**src/rtl/trace_capture_uart_if.sv**
```systemverilog
// Debug capture bus: sample vector, capture/trigger controls, UART serial line.
// Latency: none (wires only).
// Backpressure: none; the capture side is sampled every cycle.
// master: drives capture_data/capture_enable/trigger, observes uart_tx.
// slave:  the trace capture block; consumes the capture signals, drives uart_tx.
interface trace_capture_uart_if #(
    parameter int CAPTURE_WIDTH_BITS = 32
);
    logic [CAPTURE_WIDTH_BITS-1:0] capture_data;
    logic                          capture_enable;
    logic                          trigger;
    logic                          uart_tx;

    modport master (
        output capture_data,
        output capture_enable,
        output trigger,
        input  uart_tx
    );

    modport slave (
        input  capture_data,
        input  capture_enable,
        input  trigger,
        output uart_tx
    );
endinterface

```
**src/rtl/trace_capture_uart.sv**
```systemverilog
// Logic-analyzer: circular capture of a debug vector, dumped oldest-first over 8N1 UART on trigger.
// Latency: first start bit one cycle after entering DUMP; each byte takes 10*BAUD_DIVIDE cycles.
// Backpressure: none; capture is lossless per cycle, the dump runs at a fixed bit rate.
// Ports: clk, reset (async, active-high), bus (slave modport: capture_data,
//        capture_enable, trigger in; uart_tx out, idle high).
module trace_capture_uart #(
    parameter int CAPTURE_WIDTH_BITS = 32,
    parameter int CAPTURE_SIZE       = 64,
    parameter int BAUD_DIVIDE        = 434
) (
    input  logic                  clk,
    input  logic                  reset,
    trace_capture_uart_if.slave   bus
);
    localparam int AW  = $clog2(CAPTURE_SIZE);
    localparam int CW  = AW + 1;
    localparam int NB  = (CAPTURE_WIDTH_BITS + 7) / 8;
    localparam int PW  = NB * 8;
    localparam int BYW = (NB > 1) ? $clog2(NB) : 1;
    localparam int BW  = $clog2(BAUD_DIVIDE);

    localparam logic [CW-1:0]  FULL      = CW'(CAPTURE_SIZE);
    localparam logic [BW-1:0]  BAUD_LAST = BW'(BAUD_DIVIDE - 1);
    localparam logic [BYW-1:0] NB_LAST   = BYW'(NB - 1);

    typedef enum logic [1:0] {
        ST_CAPTURE,
        ST_DUMP,
        ST_STOPPED
    } state_t;

    state_t state, state_nxt;

    logic [CAPTURE_WIDTH_BITS-1:0] mem [CAPTURE_SIZE];
    logic [CAPTURE_WIDTH_BITS-1:0] mem_rd_q;

    logic [AW-1:0]  wptr;
    logic [AW-1:0]  rd_ptr;
    // Number of valid entries while capturing; entries still to send while dumping.
    logic [CW-1:0]  count;
    logic           launched;
    logic [BW-1:0]  baud_cnt;
    logic [3:0]     bit_idx;     // 0 = start, 1..8 = data, 9 = stop
    logic [BYW-1:0] byte_idx;
    logic           uart_tx_q;

    logic           cap_en;
    logic [AW-1:0]  wptr_inc;
    logic [AW-1:0]  wptr_after;
    logic [CW-1:0]  count_after;
    logic [AW-1:0]  start_idx;
    logic           baud_end;
    logic           frame_end;
    logic           entry_end;
    logic           dump_done;
    logic [PW-1:0]  padded;
    logic [7:0]     tx_byte;

    assign cap_en      = (state == ST_CAPTURE) && bus.capture_enable;
    assign wptr_inc    = wptr + 1'b1;
    assign wptr_after  = cap_en ? wptr_inc : wptr;
    assign count_after = (cap_en && (count != FULL)) ? count + 1'b1 : count;
    // Once full, the write pointer points at the oldest surviving sample.
    assign start_idx   = (count_after == FULL) ? wptr_after : '0;

    assign baud_end  = launched && (baud_cnt == BAUD_LAST);
    assign frame_end = baud_end && (bit_idx == 4'd9);
    assign entry_end = frame_end && (byte_idx == NB_LAST);
    assign dump_done = entry_end && (count == CW'(1));

    assign padded = PW'(mem_rd_q);

    always_comb begin
        tx_byte = '0;
        for (int b = 0; b < NB; b++) begin
            if (byte_idx == BYW'(b)) begin
                tx_byte = padded[b*8 +: 8];
            end
        end
    end

    // Buffer: synchronous write, synchronous read of the entry being sent.
    // rd_ptr moves at a frame boundary and the first data bit is BAUD_DIVIDE
    // (>= 2) cycles later, so the 1-cycle read latency is always hidden.
    always_ff @(posedge clk) begin
        if (cap_en) begin
            mem[wptr] <= bus.capture_data;
        end
        mem_rd_q <= mem[rd_ptr];
    end

    always_ff @(posedge clk or posedge reset) begin
        if (reset) begin
            state <= ST_CAPTURE;
        end else begin
            state <= state_nxt;
        end
    end

    always_comb begin
        state_nxt = state;
        case (state)
            ST_CAPTURE: begin
                if (bus.trigger) begin
                    state_nxt = (count_after == '0) ? ST_STOPPED : ST_DUMP;
                end
            end
            ST_DUMP: begin
                if (dump_done) begin
                    state_nxt = ST_STOPPED;
                end
            end
            ST_STOPPED: state_nxt = ST_STOPPED;
            default:    state_nxt = ST_CAPTURE;
        endcase
    end

    always_ff @(posedge clk or posedge reset) begin
        if (reset) begin
            wptr      <= '0;
            rd_ptr    <= '0;
            count     <= '0;
            launched  <= 1'b0;
            baud_cnt  <= '0;
            bit_idx   <= '0;
            byte_idx  <= '0;
            uart_tx_q <= 1'b1;
        end else begin
            case (state)
                ST_CAPTURE: begin
                    if (cap_en) begin
                        wptr <= wptr_inc;
                    end
                    count <= count_after;
                    if (bus.trigger) begin
                        rd_ptr   <= start_idx;
                        launched <= 1'b0;
                        baud_cnt <= '0;
                        bit_idx  <= '0;
                        byte_idx <= '0;
                    end
                end
                ST_DUMP: begin
                    if (!launched) begin
                        // First cycle in DUMP: open the first start bit.
                        launched  <= 1'b1;
                        uart_tx_q <= 1'b0;
                        baud_cnt  <= '0;
                        bit_idx   <= '0;
                    end else if (!baud_end) begin
                        baud_cnt <= baud_cnt + 1'b1;
                    end else begin
                        baud_cnt <= '0;
                        if (frame_end) begin
                            if (entry_end) begin
                                count    <= count - 1'b1;
                                rd_ptr   <= rd_ptr + 1'b1;
                                byte_idx <= '0;
                            end else begin
                                byte_idx <= byte_idx + BYW'(1);
                            end
                            bit_idx <= '0;
                            if (dump_done) begin
                                launched  <= 1'b0;
                                uart_tx_q <= 1'b1;
                            end else begin
                                uart_tx_q <= 1'b0;
                            end
                        end else begin
                            bit_idx   <= bit_idx + 4'd1;
                            uart_tx_q <= (bit_idx == 4'd8) ? 1'b1 : tx_byte[bit_idx[2:0]];
                        end
                    end
                end
                default: begin
                    uart_tx_q <= 1'b1;
                end
            endcase
        end
    end

    assign bus.uart_tx = uart_tx_q;
endmodule

```
**src/flat_wrapper.sv**
```systemverilog
// flat-port wrapper written by rule: the top's interface ports become plain ports
module trace_capture_uart_flat 
#(
    parameter int CAPTURE_WIDTH_BITS = 32,
    parameter int CAPTURE_SIZE       = 64,
    parameter int BAUD_DIVIDE        = 434
)
  (clk, reset, bus_capture_data, bus_capture_enable, bus_trigger, bus_uart_tx);
  trace_capture_uart_if #(.CAPTURE_WIDTH_BITS(CAPTURE_WIDTH_BITS)) bus_i ();
  input  logic clk;
  input  logic reset;
  input wire logic [$bits(bus_i.capture_data)-1:0] bus_capture_data;
  input wire logic [$bits(bus_i.capture_enable)-1:0] bus_capture_enable;
  input wire logic [$bits(bus_i.trigger)-1:0] bus_trigger;
  output wire logic [$bits(bus_i.uart_tx)-1:0] bus_uart_tx;
  assign bus_i.capture_data = bus_capture_data;
  assign bus_i.capture_enable = bus_capture_enable;
  assign bus_i.trigger = bus_trigger;
  assign bus_uart_tx = bus_i.uart_tx;
  trace_capture_uart #(.CAPTURE_WIDTH_BITS(CAPTURE_WIDTH_BITS), .CAPTURE_SIZE(CAPTURE_SIZE), .BAUD_DIVIDE(BAUD_DIVIDE)) u_core (.clk(clk), .reset(reset), .bus(bus_i));
endmodule
```
**config.mk**
```make
export PLATFORM = sky130hd
export DESIGN_NAME = trace_capture_uart_flat
export DESIGN_NICKNAME = d
export VERILOG_FILES = /design/src/rtl/trace_capture_uart_if.sv /design/src/rtl/trace_capture_uart.sv /design/src/flat_wrapper.sv
export SDC_FILE = /design/constraint.sdc
export NUM_CORES = 2
export LEC_CHECK = 0
export CORE_MARGIN = 2
export CORE_UTILIZATION = 57
export DETAILED_ROUTE_END_ITERATION = 12
export PLACE_DENSITY = 0.82
export SYNTH_ARGS = -nofsm -noshare
export SYNTH_HDL_FRONTEND = slang
export SYNTH_SLANG_ARGS = --single-unit
```
**constraint.sdc**
```tcl
create_clock -name clk -period 4.2 [get_ports clk]
set_clock_uncertainty 0.1 [all_clocks]
set_input_delay 1.05 -clock clk [delete_from_list [all_inputs] [get_ports clk]]
set_output_delay 1.05 -clock clk [all_outputs]
set_load 0.05 [all_outputs]
```
==> impl_metrics.yaml <==
setup_path:
  cp-start-kind: "flop"
  cp.required_ps: 4780
  end_kind: "flop"
  r2r_slack_ps: 560
  crit_arrival_ps: 4220
  worstSetupPathType: "reg2reg"
  reg2reg_from: "u_core.rd_ptr[0]"
  r2r-end: "u_core.mem_rd_q[18]"
  critPathMaxFanout: 66
  worstRegToRegCells: 5
worst_hold_path:
  hold_class: "in2reg"
  hold-path-endpoint: "u_core.mem[18][19]"
  whs_path_depth: 1
  min_from: "bus_capture_data[19]"
route:
  via_per_inst: 7.24
  route.detailed.drc: 0
  ant_nets: 0
  totalWireLength_mm: 225
  drt_first_pass_iters: 9
  dr_total_vias: 42788
  drtIter0Drc: 8561
  wl_per_cell_um: 38.0
synth:
  seq_area_frac_synth_pct: 78.3
  syn_avg_cell_area_um2: 22.2
  syn_area_um2: 80600
  yosysTopAreaCell: "edfxtp_1"
  ys_top_cells_by_count: "edfxtp_1 (2048), mux4_2 (516), a22oi_1 (213), clkbuf_1 (124), a21oi_1 (123)"
  synth_area_leaders: "edfxtp_1 (76%), mux4_2 (14%), a22oi_1 (2.0%)"
  synth_nets: 3682
  synth_top_cell_area_share_pct: 76.3
  netlist_instances: 3629
  async_flop_share_pct: 1.79
  yosys_warnings: 0
  synth_ff_type: "edfxtp_1"
  yosysMostFrequentCell: "edfxtp_1"
  synth_seq_cells: 2118
  synth.distinct_cells: 63
  synth_edf_count: 2048
placement:
  gp_congestion: 0.969
  io_buffers: 36
  placed_cell_area_um2: 85100
  pre_cts_ws_ps: 579
  dp_hpwl_mm: 121
grt:
  grt_pass1_wl_mm: 318
  track_usage_pct: 31.2
  antenna_found_initial: 23
  grt_max_degree: 72
  overflow: 0
  grt_pass1_vias: 42406
timing:
  fin_tns_setup_ps: 0
  period_share_pct: 86.7
  finalCriticalPeriod_ps: 3640
  fin_ws_ps: 557
  hold_violations: 0
  slew-limit-headroom_pct: 19.0
  finalSetupViolations: 0
  rsz0062_at_grt: "false"
  drv_slew: 0
  fmax_mhz: 274
  holdWs_ps: 372
  tightestPinTransition_ps: 1220
power:
  p_leak_uw: 0.0284
  vdd_drop_max_mv: 0.570
  powerDensity_nw_per_um2: 630
status:
  status: "complete, no violations"
layout:
  syn_to_final_growth_pct: 13.6
  fin_area_um2: 91500
  layout-drive-gt1-share_pct: 27.7
  fin_util_pct: 65.4
  nets: 3921
clocking:
  cts_made_buffers: 195
  ctsLongestPathBuffers: 3
  clock_latency_ps: 820
  clk_pin_slew_ps: 60
  ctsResizeCount: 0
  cts_hold_buf: 0
  post_cts_buffers: 0
  htreeDepth: 4
  cts_tree: "done"
  clkSinkCount: 2118
  cts_root_buf: "clkbuf_16"
die:
  start_util_pct: 57.6
  dieArea_um2: 144000
  io_pins: 37
  core-area_um2: 140000
  core.rowCount: 137
  die_w_um: 380
  die_h_um: 380
job:
  maxCapViolations: 0
==> layer usage <==
layer  GRT usage (%)  wire length, um  share of wire, %
met5          0.0661              212             0.094
met2            48.2           105000                47
met4            15.7            14200               6.3
met1            40.4            72900                32
met3            9.69            31700                14
==> state kept, by name, indices dropped and copies added, names as in the netlist <==
signal and count:
u_core.mem_rd_q 32, u_core.launched 1, u_core.wptr 6, u_core.count 7
u_core.baud_cnt 9, u_core.bit_idx 4, u_core.mem 2048, u_core.bus.uart_tx 1
u_core.state 2, u_core.rd_ptr 6, u_core.byte_idx 2
==> how the worst max path moves through the flow <==
stage	start	endpoint	slack [ps]	cells after the start
floorplan	bus_capture_enable	u_core.mem[63][0]	660	4
global placement	bus_capture_enable	u_core.mem[7][28]	640	6
detailed placement	bus_capture_enable	u_core.mem[37][7]	580	5
CTS	u_core.rd_ptr[1]	u_core.mem_rd_q[18]	690	6
global route	u_core.rd_ptr[0]	u_core.mem_rd_q[18]	510	5
finish	u_core.rd_ptr[0]	u_core.mem_rd_q[18]	560	5
==> cells in the final DEF, fill, tap and decap left out, types with 6 or more instances in the layout <==
| cell | count |
|---|---|
| bufinv_16 | 22 |
| clkbuf_16 | 199 |
| nand3_1 | 14 |
| nor2b_1 | 12 |
| nand4_1 | 6 |
| clkbuf_1 | 56 |
| a22oi_1 | 213 |
| or3_1 | 6 |
| nor2_1 | 31 |
| a21oi_1 | 123 |
| or4_1 | 27 |
| nor3_1 | 12 |
| buf_4 | 154 |
| buf_12 | 60 |
| inv_1 | 19 |
| a221oi_1 | 11 |
| o22ai_1 | 16 |
| ha_1 | 17 |
| mux2i_1 | 23 |
| dfxtp_1 | 32 |
| o21ai_0 | 32 |
| dfrtp_1 | 35 |
| diode_2 | 6 |
| inv_6 | 8 |
| nand2_1 | 57 |
| mux4_2 | 516 |
| nor2_4 | 63 |
| clkinv_2 | 29 |
| clkinv_1 | 30 |
| nand2b_1 | 16 |
| edfxtp_1 | 2048 |
| xor2_1 | 11 |
| buf_2 | 32 |
==> critical path, cell delays in order (launching register included) <==
cell	delay [ps]
dfrtp_4	750
buf_12	480
mux4_2	590
a22oi_1	610
a21oi_1	300
or4_1	560
==> power by group <==
| part | switching (uW) | leakage, uW | total [uW] | internal, uW |
|---|---|---|---|---|
| sequential | 729 | 0.0192 | 24500 | 23800 |
| clock | 7840 | 0.00312 | 18000 | 10200 |
| combinational | 8910 | 0.00610 | 15100 | 6170 |
| total | 17500 | 0.0284 | 57600 | 40200 |
==> logic make-up (layout without fill, tap and decap cells) <==
family / after synthesis / in the layout / share of synthesized area (%)
AOI/OAI and AO/OA: 428 / 428 / 3.54
xor gates and xnor gates: 15 / 15 / 0.163
adders and majority gates: 17 / 17 / 0.264
buffers and inverters: 227 / 629 / 1.18
DFF: 2118 / 2118 / 78.3
muxes: 542 / 542 / 14.8
other: 0 / 6 / 0
and+or+nand+nor: 282 / 282 / 1.78
==> layout make-up <==
class | count | area [um^2]
clock inverter | 100 | 1140
tap | 1876 | 2350
antenna | 6 | 15.0
clock buffer | 260 | 5260
inverter | 19 | 71.3
timing repair buffer | 250 | 2560
sequential | 2118 | 63100
multi-input combinational | 1284 | 17000
fill | 8205 | 48400
==> metrics by stage <==
step | power (uW) | cells
after floorplan | 33700 | 3629
after global placement | 38700 | 5547
after detailed placement | 39000 | 5547
after CTS | 57300 | 5907
after global routing | 58700 | 5908
final | 57600 | 5913
(Power assumes the default switching activity.)
